File: src/rtl/row_byte_loader_if.sv
// Byte-stream in / parallel-row out handshake bundle for row_byte_loader.
// slave = loader side, master = feeder/consumer side.
interface row_byte_loader_if #(
  parameter int unsigned DATA_W         = 8,
  parameter int unsigned ROWS_PER_BLOCK = 4
);
  localparam int unsigned IDX_W = (ROWS_PER_BLOCK > 1) ? $clog2(ROWS_PER_BLOCK) : 1;

  logic              in_valid;
  logic              in_ready;
  logic [DATA_W-1:0] in_data;
  logic              out_valid;
  logic              out_ready;
  logic [DATA_W-1:0] out0;
  logic [DATA_W-1:0] out1;
  logic [DATA_W-1:0] out2;
  logic [DATA_W-1:0] out3;
  logic [IDX_W-1:0]  out_row_idx;
  logic              block_done;

  modport slave (
    input  in_valid, in_data, out_ready,
    output in_ready, out_valid, out0, out1, out2, out3, out_row_idx, block_done
  );

  modport master (
    output in_valid, in_data, out_ready,
    input  in_ready, out_valid, out0, out1, out2, out3, out_row_idx, block_done
  );
endinterface

File: src/rtl/row_byte_loader.sv
// Assembles 4 serial bytes into a row, holds it until accepted, tracks row index in a block.
// Optional SHIFT_ROWS_EN: rotate each row left by its row index before presenting it.
module row_byte_loader #(
  parameter int unsigned DATA_W         = 8,
  parameter int unsigned ROWS_PER_BLOCK = 4
) (
  input  logic             clock,
  input  logic             reset,
  row_byte_loader_if.slave bus
);
  localparam int unsigned IDX_W = (ROWS_PER_BLOCK > 1) ? $clog2(ROWS_PER_BLOCK) : 1;

  typedef enum logic {FILL, HOLD} state_t;

  state_t             state_q, state_d;
  logic [1:0]         cnt_q, cnt_d;
  logic [IDX_W-1:0]   row_q, row_d;
  logic [DATA_W-1:0]  slot_q [3];
  logic [DATA_W-1:0]  slot_d [3];
  logic [DATA_W-1:0]  out_q  [4];
  logic [DATA_W-1:0]  out_d  [4];
  logic               done_q, done_d;
  logic [DATA_W-1:0]  row_bytes [4];
  logic [1:0]         rot;
  logic [1:0]         sel;
  logic               accept;
  logic               transfer;

  assign accept   = (state_q == FILL) && bus.in_valid;
  assign transfer = (state_q == HOLD) && bus.out_ready;

  always_ff @(posedge clock) begin
    if (reset) state_q <= FILL;
    else       state_q <= state_d;
  end

  always_comb begin
    state_d = state_q;
    case (state_q)
      FILL: if (accept && cnt_q == 2'd3) state_d = HOLD;
      HOLD: if (bus.out_ready)           state_d = FILL;
      default: state_d = FILL;
    endcase
  end

  always_comb begin
    bus.in_ready  = (state_q == FILL);
    bus.out_valid = (state_q == HOLD);
  end

`ifdef SHIFT_ROWS_EN
  assign rot = 2'(row_q);
`else
  assign rot = 2'd0;
`endif

  // The 4th byte is never stored in a slot: it feeds the output registers straight from in_data.
  always_comb begin
    row_bytes[0] = slot_q[0];
    row_bytes[1] = slot_q[1];
    row_bytes[2] = slot_q[2];
    row_bytes[3] = bus.in_data;
  end

  always_comb begin
    cnt_d  = cnt_q;
    row_d  = row_q;
    done_d = 1'b0;
    sel    = '0;
    for (int unsigned i = 0; i < 3; i++) slot_d[i] = slot_q[i];
    for (int unsigned j = 0; j < 4; j++) out_d[j]  = out_q[j];
    if (accept) begin
      cnt_d = cnt_q + 2'd1;
      if (cnt_q != 2'd3) begin
        slot_d[cnt_q] = bus.in_data;
      end else begin
        for (int unsigned j = 0; j < 4; j++) begin
          sel      = 2'(j) + rot;
          out_d[j] = row_bytes[sel];
        end
      end
    end
    if (transfer) begin
      row_d  = row_q + IDX_W'(1);
      done_d = (row_q == IDX_W'(ROWS_PER_BLOCK - 1));
    end
  end

  always_ff @(posedge clock) begin
    if (reset) begin
      cnt_q  <= '0;
      row_q  <= '0;
      done_q <= 1'b0;
      for (int unsigned i = 0; i < 3; i++) slot_q[i] <= '0;
      for (int unsigned j = 0; j < 4; j++) out_q[j]  <= '0;
    end else begin
      cnt_q  <= cnt_d;
      row_q  <= row_d;
      done_q <= done_d;
      for (int unsigned i = 0; i < 3; i++) slot_q[i] <= slot_d[i];
      for (int unsigned j = 0; j < 4; j++) out_q[j]  <= out_d[j];
    end
  end

  // out_row_idx tracks the live index, which only advances as the held row leaves.
  assign bus.out0        = out_q[0];
  assign bus.out1        = out_q[1];
  assign bus.out2        = out_q[2];
  assign bus.out3        = out_q[3];
  assign bus.out_row_idx = row_q;
  assign bus.block_done  = done_q;
endmodule

File: src/flat_wrapper.sv
// flat-port wrapper written by rule: the top's interface ports become plain ports
module row_byte_loader_flat 
#(
  parameter int unsigned DATA_W         = 8,
  parameter int unsigned ROWS_PER_BLOCK = 4
)
  (clock, reset, bus_in_valid, bus_in_data, bus_out_ready, bus_in_ready, bus_out_valid, bus_out0, bus_out1, bus_out2, bus_out3, bus_out_row_idx, bus_block_done);
  row_byte_loader_if #(.DATA_W(DATA_W), .ROWS_PER_BLOCK(ROWS_PER_BLOCK)) bus_i ();
  input  logic clock;
  input  logic reset;
  input wire logic [$bits(bus_i.in_valid)-1:0] bus_in_valid;
  input wire logic [$bits(bus_i.in_data)-1:0] bus_in_data;
  input wire logic [$bits(bus_i.out_ready)-1:0] bus_out_ready;
  output wire logic [$bits(bus_i.in_ready)-1:0] bus_in_ready;
  output wire logic [$bits(bus_i.out_valid)-1:0] bus_out_valid;
  output wire logic [$bits(bus_i.out0)-1:0] bus_out0;
  output wire logic [$bits(bus_i.out1)-1:0] bus_out1;
  output wire logic [$bits(bus_i.out2)-1:0] bus_out2;
  output wire logic [$bits(bus_i.out3)-1:0] bus_out3;
  output wire logic [$bits(bus_i.out_row_idx)-1:0] bus_out_row_idx;
  output wire logic [$bits(bus_i.block_done)-1:0] bus_block_done;
  assign bus_i.in_valid = bus_in_valid;
  assign bus_i.in_data = bus_in_data;
  assign bus_i.out_ready = bus_out_ready;
  assign bus_in_ready = bus_i.in_ready;
  assign bus_out_valid = bus_i.out_valid;
  assign bus_out0 = bus_i.out0;
  assign bus_out1 = bus_i.out1;
  assign bus_out2 = bus_i.out2;
  assign bus_out3 = bus_i.out3;
  assign bus_out_row_idx = bus_i.out_row_idx;
  assign bus_block_done = bus_i.block_done;
  row_byte_loader #(.DATA_W(DATA_W), .ROWS_PER_BLOCK(ROWS_PER_BLOCK)) u_core (.clock(clock), .reset(reset), .bus(bus_i));
endmodule
File: config.mk
export PLATFORM = sky130hd
export DESIGN_NAME = row_byte_loader_flat
export DESIGN_NICKNAME = d
export VERILOG_FILES = /design/src/rtl/row_byte_loader_if.sv /design/src/rtl/row_byte_loader.sv /design/src/flat_wrapper.sv
export SDC_FILE = /design/constraint.sdc
export NUM_CORES = 1
export LEC_CHECK = 0
export CAP_MARGIN = 20
export CORE_UTILIZATION = 47
export CTS_BUF_LIST = sky130_fd_sc_hd__clkbuf_4
export DETAILED_ROUTE_END_ITERATION = 16
export MAX_ROUTING_LAYER = met4
export PLACE_DENSITY = 0.87
export SYNTH_ARGS = -nofsm -noshare
export SYNTH_HDL_FRONTEND = slang
export SYNTH_SLANG_ARGS = --single-unit
File: constraint.sdc
create_clock -name clock -period 1.6 [get_ports clock]
set_clock_uncertainty 0.2 [all_clocks]
set_input_delay 0.32 -clock clock [delete_from_list [all_inputs] [get_ports clock]]
set_output_delay 0.32 -clock clock [all_outputs]
set_load 0.005 [all_outputs]
---- After elaboration in Yosys (flattened, before gate mapping) ----
Memories as Yosys holds them, arrays and structs flattened.
Index checks and enable logic that the tools add are counted.
Widths: inputs -> output; s select.
operators by class
  $add $sub $neg .......................... 2
  order comparisons ....................... 2
  equal/unequal tests ..................... 3
  muxes and demuxes ....................... 20
  bitwise operators ....................... 10
  reductions and logical operators ........ 5
operators by type and width
  kind                 number
  $mux 32              2
  $mux 8               8
  $mux 24              2
  $bwmux 24            1
  $demux 8 s2          1
  $or 1x1->1           7
  $mux 1               5
  $add 2x1->2 const B  2
  $eq 2x2->1 const B   2
  $logic_and 1x1->1    4
  $ge 3x3->1 const B   1
  $lt 3x1->1 const B   1
  $not 2->3            1
  $ne 2x2->1 const B   1
  $not 1->1            2
  $pmux 1 s2           1
  $reduce_or 2->1      1
storage, ports and cells
  register bits ........................... 6
  RAM bits ................................ 56
  input bits .............................. 12
  logic and storage cells ................. 48
  memories ................................ 2
memories
  name           words  bits a word  rd ports  clocked after Yosys merged registers in  wr ports  RTL line               source
  u_core.out_q   4      8            4         0                                        4         row_byte_loader.sv:20  logic [DATA_W-1:0] out_q [4];
  u_core.slot_q  3      8            3         0                                        3         row_byte_loader.sv:18  logic [DATA_W-1:0] slot_q [3];

---- Longest topological paths before layout ----
Gate-level depths: netlist of the first run.
  depth in word-level cells ............... 9
  gate-level depth with buffers ........... 6
  mapped depth without buffers ............ 5

---- Least setup slack after synthesis of the first run ----
Ideal clock, no wire load.
  path type ............................... register to register
  start point ............................. register u_core.cnt_q[0]
  end point ............................... memory u_core.slot_q[0][0]
  library setup time ...................... 0.128 ns
  arrival ................................. 1.213 ns
  required time ........................... 1.272 ns
  setup slack ............................. 0.059 ns
  cell stages (with the launch flop) ...... 6
  buffers on the path ..................... 1
  clock period less this slack ............ 1.541 ns
  path through ............................ dfxtp_1 -> ha_1 -> and4bb_2 -> buf_6 -> mux2i_1 -> nor2_1
RTL lines
  item                      RTL line               source
  start: declaration        row_byte_loader.sv:16  logic [1:0] cnt_q, cnt_d;
  start signal: assignment  row_byte_loader.sv:97  cnt_q <= cnt_d;
  end: declaration          row_byte_loader.sv:18

==> results of run 1 <==
[worst paths after layout]
path / from / endpoint / slack (ns)
setup / recovery: u_core.cnt_q[0]$_SDFFE_PP0P_ / u_core.slot_q[0][14]$_SDFFE_PP0P_ / -0.004
hold / removal: reset / u_core.slot_q[0][21]$_SDFFE_PP0P_ / 0.18
setup reg to reg: u_core.cnt_q[0]$_SDFFE_PP0P_ / u_core.slot_q[0][14]$_SDFFE_PP0P_ / -0.004
hold reg to reg: u_core.slot_q[0][18]$_SDFFE_PP0P_ / u_core.out_q[0][18]$_SDFFE_PP0P_ / 0.26
[logic make-up (layout without fill, tap and decap cells)]
logic type	Yosys count	after routing	share of synthesized area
AOI/OAI and AO/OA	34	34	0.08844
xor gates and xnor gates	2	2	0.007460
adders and majority gates	5	5	0.02664
buffers and inverters	21	88	0.05700
DFF	62	62	0.5285
muxes	25	25	0.1066
and+or+nand+nor	102	102	0.1854
[layout by cell type, fill, tap and decap left out, drive strengths merged, types with 5 or more instances in the layout]
| cell type | instances |
|---|---|
| clkbuf | 10 |
| a21oi | 34 |
| nor2 | 27 |
| mux2i | 25 |
| ha | 5 |
| dlygate4sd2 | 36 |
| nand2 | 66 |
| clkdlybuf4s50 | 10 |
| dfxtp | 62 |
| buf | 23 |
[cell type report]
| type | instances | area share |
|---|---|---|
| clock inverters | 5 | 0.03081 |
| repair buffers | 70 | 0.2020 |
| flip-flops and latches | 62 | 0.4017 |
| inverters | 3 | 0.003510 |
| well taps | 67 | 0.02613 |
| clock buffers | 10 | 0.02340 |
| multi-input cells | 168 | 0.3124 |
[synth_stat cells, types with 3 or more instances]
master	number
a21oi_1	24
a21oi_2	10
and4bb_2	3
buf_2	4
buf_6	6
clkbuf_1	6
dfxtp_1	62
ha_1	5
inv_1	3
mux2i_1	25
nand2_1	66
nor2_1	27
[worst max-delay path, stage by stage, from the launching register on]
cell,delay [ns]
dfxtp_4,0.37
ha_4,0.16
and4bb_2,0.34
buf_6,0.12
mux2i_2,0.21
nor2_1,0.07
[power by group]
group | total (µW) | switching [µW] | internal [µW]
Combinational | 252 | 125 | 127
Clock | 1330 | 534 | 794
Sequential | 1610 | 29.0 | 1580
Total | 3190 | 689 | 2500
[metrics by stage]
stage / total power (µW) / area (µm²) / setup WS, ns / TNS [ns]
after floorplan: 1792 / 2349 / 0.05944 / 0
after global placement: 1872 / 2905 / -0.2225 / -10.45
after detailed placement: 1881 / 2905 / -0.2891 / -12.34
after CTS: 3194 / 3159 / 0.02051 / 0
after global routing: 3293 / 3208 / -0.05033 / -0.1587
final: 3192 / 3208 / -0.003674 / -0.006179
[flip-flops by register name, summed over array words and instances, names as in the netlist]
| name | count |
|---|---|
| u_core.out_q | 32 |
| u_core.bus.out_row_idx | 2 |
| u_core.cnt_q | 2 |
| u_core.bus.out_valid | 1 |
| u_core.bus.block_done | 1 |
| u_core.slot_q | 24 |
[timing repair]
action                     4_1_cts  5_1_grt
gates cloned                     0        2
pin swaps                        2        7
setup buffers                    9        0
resized for setup               76       14
setup endpoints to repair       61       35
[layer usage]
layer,global-route usage,vias up
met5,-,-
li1,-,939
met3,0.06768,8
met1,0.2380,908
met2,0.3416,43
met4,0.09368,0
==> results by group, run 1 <==
Yosys
  – Primary FF master, synth: dfxtp_1
  – Post-synth EDFFs: 0
  – Ys Warns: 0
  – Synthesized flop and latch total: 62
  – Mean Syn Cell Area: 9.357 µm²
  – Largest area contributor in the netlist: dfxtp_1
  – Synth area leaders: dfxtp_1, mux2i_1, nand2_1
  – Synth cell types: 22
  – Synth async-reset ratio: 0
  – Post-synthesis net count: 268
  – Mapped Cells: 251
  – Register area share after synthesis: 0.5285
  – Post-synthesis cell area: 2349 µm²
  – Top cell type's share of synthesized area: 0.5285

Global routing
  – Global-route wire length before repair: 8059 µm
  – Antenna violations before repair: 0
  – Total gr overflow: 0
  – Vias in the first global route: 1,834
  – GRT Overall Usage: 0.2108
  – Pin count of the biggest net entering global routing: 63

Clock tree
  – CTS max path bufs: 2
  – Root buffer cell: clkbuf_4
  – Clock tree sinks: 62
  – Hold-fix buffers at CTS: 0
  – Worst-Skew Late Latency: 0.40 ns
  – CTS tree: done
  – Clock-pin slew on the worst setup and hold paths: 0.10 ns
  – CTS Buf Count: 9
  – H-tree depth: 3

Detailed routing
  – Top Metal Used: met4
  – Post-Route WL: 5087 µm
  – Post-route ant nets: 0
  – DRC Markers: 0
  – M1 WL: 2246 µm
  – Routed len/inst: 13.21 µm
  – Detailed Route Iter0 Violations: 128
  – Vias per cell: 4.930
  – Via count: 1,898
  – Routed met2 length: 2517 µm
  – TritonRoute pass-1 iters: 4
  – Met3 WL: 223 µm

Placed design
  – Port Buffers: 48
  – Final HPWL DP: 3073 µm
  – Placed instance count: 359
  – Routability cong.: 0.7398

Cells and area
  – Antenna Cells: 0
  – Final core utilization: 0.6747
  – Final nets: 331
  – Share of post-route cells with drive strength above 1: 0.2893
  – Register area: 1289 µm²
  – Final std cells w/o fill: 385
  – Fill cells: 373
  – Area growth syn-to-layout: 36.60%
  – Multi-input gate area: 1002 µm²

Job
  – Max_cap viols: 0

Pwr
  – Lkg Pwr: 0.001342 µW
  – Pwr Density: 994.9 nW/µm²
  – Maximum vdd drop: 0.6356 mV

Critical path
  – CP endpoint kind: flip-flop
  – Startpoint types: flip-flop
  – Critical path data required time: 1.68 ns
  – Worst reg-to-reg path cell count: 5
  – CP arrival: 1.69 ns
  – CP Max Fanout: 4
  – Crit Path Category: flip-flop to flip-flop

Timing
  – Fin crit share: 1.002
  – Final Max Tran Viols: 0
  – Slew HR: 0.8003
  – RSZ-0062 raised after global routing: yes
  – Hold Vio Cnt, Final: 0
  – Setup violators final: 2
  – Post-layout minimum cycle time: 1.604 ns
  – Max Fclk: 623.6 MHz
  – Worst-Margin Slew: 0.2996 ns
  – Hold WS: 0.1840 ns
  – Final setup margin: -0.003674 ns

Hold path
  – Worst hold path cell count: 3
  – Hold WC Path Type: input pin to flip-flop

Floorplan
  – Die H: 72.69 µm
  – IO Pins: 49
  – Initial Utilization: 0.4939
  – Core area: 4755 µm²
  – Die W: 72.69 µm
  – Die area: 5284 µm²
  – # rows: 25

Status
  – Outcome: complete, but fails checks
  – Failing checks: setup timing
Power figures use the tool's default switching activity.
==> inputs of run 2 (changes only) <==
--- a/config.mk
+++ b/config.mk
@@ -6,6 +6,7 @@
 export NUM_CORES = 1
 export LEC_CHECK = 0
 export CAP_MARGIN = 20
+export CORE_MARGIN = 4
 export CORE_UTILIZATION = 47
 export CTS_BUF_LIST = sky130_fd_sc_hd__clkbuf_4
 export DETAILED_ROUTE_END_ITERATION = 16
==> results by group, run 2 (synthesis gave the netlist of run 1 again) <==
Status
  – Outcome: complete, no violations

Cells and area
  – Biggest register: u_core.out_q
  – Most common cell after layout, fill and taps aside: nand2_1
  – Area growth syn-to-layout: 31.75%
  – Most frequent cells in the layout: nand2_1, dlygate4sd2_1, dfxtp_1, nor2_1, dfxtp_2
  – Number of flip-flops under the largest register name: 32 (unchanged)
  – Final nets: 325 (-1.8%)
  – Biggest regs: u_core.out_q x32, u_core.slot_q x24
  – Antenna Cells: 0 (unchanged)
  – Final std cells w/o fill: 380 (-1.3%)
  – Share of post-route cells with drive strength above 1: 0.2524 (-0.03691)

Critical path
  – CP peak stage delay: 0.38 ns (about the same)
  – Critical path data required time: 1.69 ns (about the same)
  – Critical path depth: 5 (unchanged)
  – CP max-delay cell: dfxtp_4
  – CP Max Fanout: 8 (+4)
  – R2R Setup Slk: 0.02 ns (+0.03 ns)
  – CP arrival: 1.66 ns (-0.03 ns)
  – Crit path max-delay family: simple AND/OR/NAND/NOR gates
  – Startpoint types: flip-flop
  – CP bufs+invs: 1 (unchanged)
  – Crit Path Category: flip-flop to flip-flop
  – Worst reg-to-reg path cell count: 5 (unchanged)
  – CP endpoint kind: flip-flop
  – Crit path cell chain: ha_4, and4bb_2, buf_12, mux2i_1, nor2_1

Global routing
  – Vias in the first global route: 1,762 (-3.9%)
  – Total gr overflow: 0 (unchanged)
  – Pin count of the biggest net entering global routing: 63 (unchanged)
  – GRT Overall Usage: 0.1710 (-0.03975)
  – Antenna violations before repair: 0 (unchanged)
  – Global-route wire length before repair: 8010 µm (-0.61%)

Clock tree
  – Worst-Skew Late Latency: 0.39 ns (about the same)
  – H-tree depth: 3 (unchanged)
  – CTS Buf Count: 9 (unchanged)
  – CTS tree: done
  – CTS max path bufs: 2 (unchanged)
  – Clock tree sinks: 62 (unchanged)
  – Root buffer cell: clkbuf_4
  – Hold-fix buffers at CTS: 0 (unchanged)
  – Clock-pin slew on the worst setup and hold paths: 0.10 ns (about the same)

Timing
  – Hold Vio Cnt, Final: 0 (unchanged)
  – Max Fclk: 634.2 MHz (+1.7%)
  – Post-layout minimum cycle time: 1.577 ns (-0.02697 ns)
  – Final Max Tran Viols: 0 (unchanged)
  – Hold WS: 0.1645 ns (-0.01948 ns)
  – RSZ-0062 raised after global routing: yes
  – Fin crit share: 0.9854 (-0.01686)
  – Worst-Margin Slew: 0.2813 ns (-0.01832 ns)
  – Slew HR: 0.8125 (+0.01221)
  – Setup violators final: 0 (-2)

Floorplan
  – IO Pins: 49 (unchanged)
  – Die area: 6192 µm² (+17%)
  – Initial Utilization: 0.4907 (-0.003228)
  – Core area: 4786 µm² (+0.66%)
  – Die H: 78.69 µm (+8.3%)
  – # rows: 25 (unchanged)
  – Die W: 78.69 µm (+8.3%)

Detailed routing
  – Vias per cell: 4.900 (-0.61%)
  – DRC Markers: 0 (unchanged)
  – Detailed Route Iter0 Violations: 114 (-11%)
  – TritonRoute pass-1 iters: 4 (unchanged)
  – Via count: 1,862 (-1.9%)
  – Routed len/inst: 12.97 µm (-1.9%)
  – Post-Route WL: 4927 µm (-3.1%)
  – Post-route ant nets: 0 (unchanged)

Hold path
  – Worst hold path cell count: 3 (unchanged)
  – Hold WC Path Type: input pin to flip-flop

Placed design
  – Routability cong.: 0.8108 (+9.6%)
  – Port Buffers: 48 (unchanged)
  – Final HPWL DP: 3253 µm (+5.9%)
  – Placed instance count: 360 (+0.28%)

Pwr
  – Maximum vdd drop: 0.7233 mV (+14%)
  – Pwr Density: 936.8 nW/µm² (-5.8%)
  – Lkg Pwr: 0.001292 µW (-3.7%)

Job
  – Max_cap viols: 0 (unchanged)
==> run 2: cell types whose count changed in the layout (fill, tap and decap cells not counted), sizes merged <==
cell / change
buf: -6
bufinv: -2
clkinv: +2
clkbuf: +1
clkdlybuf4s15: -1
dlygate4sd2: +1
==> run 2: metal layers <==
layer | global-route usage | vias to the layer above | part of all wire
met2 | 0.2623 | 49 | 0.48
met1 | 0.2053 | 872 | 0.45
met5 | - | - | 0
met4 | 0.09266 | 0 | 0.019
li1 | - | 933 | -
met3 | 0.04535 | 8 | 0.050
==> run 2: per-stage QoR <==
step | area [µm²] | TNS (ns) | setup WS (ns) | util | total power (µW)
after detailed placement | 2913 | -11.32 | -0.3170 | 0.6086 | 1881
after floorplan | 2349 | 0 | 0.05944 | - | 1792
final | 3094 | 0 | 0.02329 | 0.6465 | 2899
after CTS | 3073 | 0 | 0.005460 | 0.6421 | 2901
after global routing | 3094 | -0.2319 | -0.04131 | 0.6465 | 3014
after global placement | 2913 | -8.901 | -0.2443 | 0.6086 | 1872
==> run 2: worst reg2reg max path, cell delays in order (launching register included) <==
cell and delay (ns):
dfxtp_4 0.38, ha_4 0.17, and4bb_2 0.33, buf_12 0.14
mux2i_1 0.20, nor2_1 0.06
==> run 2: layout make-up <==
type	instances	area, µm²
Clock buffer	11	82.58
Clock inverter	5	50.05
Fill cell	402	1692
Inverter	3	11.26
Multi-Input combinational cell	168	989.7
Sequential cell	62	1282
Tap cell	67	83.83
Timing Repair Buffer	64	594.3
==> run 2: worst paths after layout <==
path / endpoint / start
max: u_core.slot_q[0][20]$_SDFFE_PP0P_ / u_core.cnt_q[0]$_SDFFE_PP0P_
min: u_core.slot_q[0][4]$_SDFFE_PP0P_ / reset
max reg2reg: u_core.slot_q[0][20]$_SDFFE_PP0P_ / u_core.cnt_q[0]$_SDFFE_PP0P_
min reg2reg: u_core.out_q[0][1]$_SDFFE_PP0P_ / u_core.slot_q[0][1]$_SDFFE_PP0P_
==> run 2: timing repair <==
action,CTS,global route
hold endpoints to repair,0,0
gates resized for setup,68,6
endpoints found under the setup margin,61,32
pin swaps,1,7
buffers inserted,4,0
==> run 2: power breakdown <==
group	internal, µW	switching [µW]	total (µW)
registers	1580	27.3	1610
clock network	502	539	1040
logic	125	122	248
total	2210	689	2900
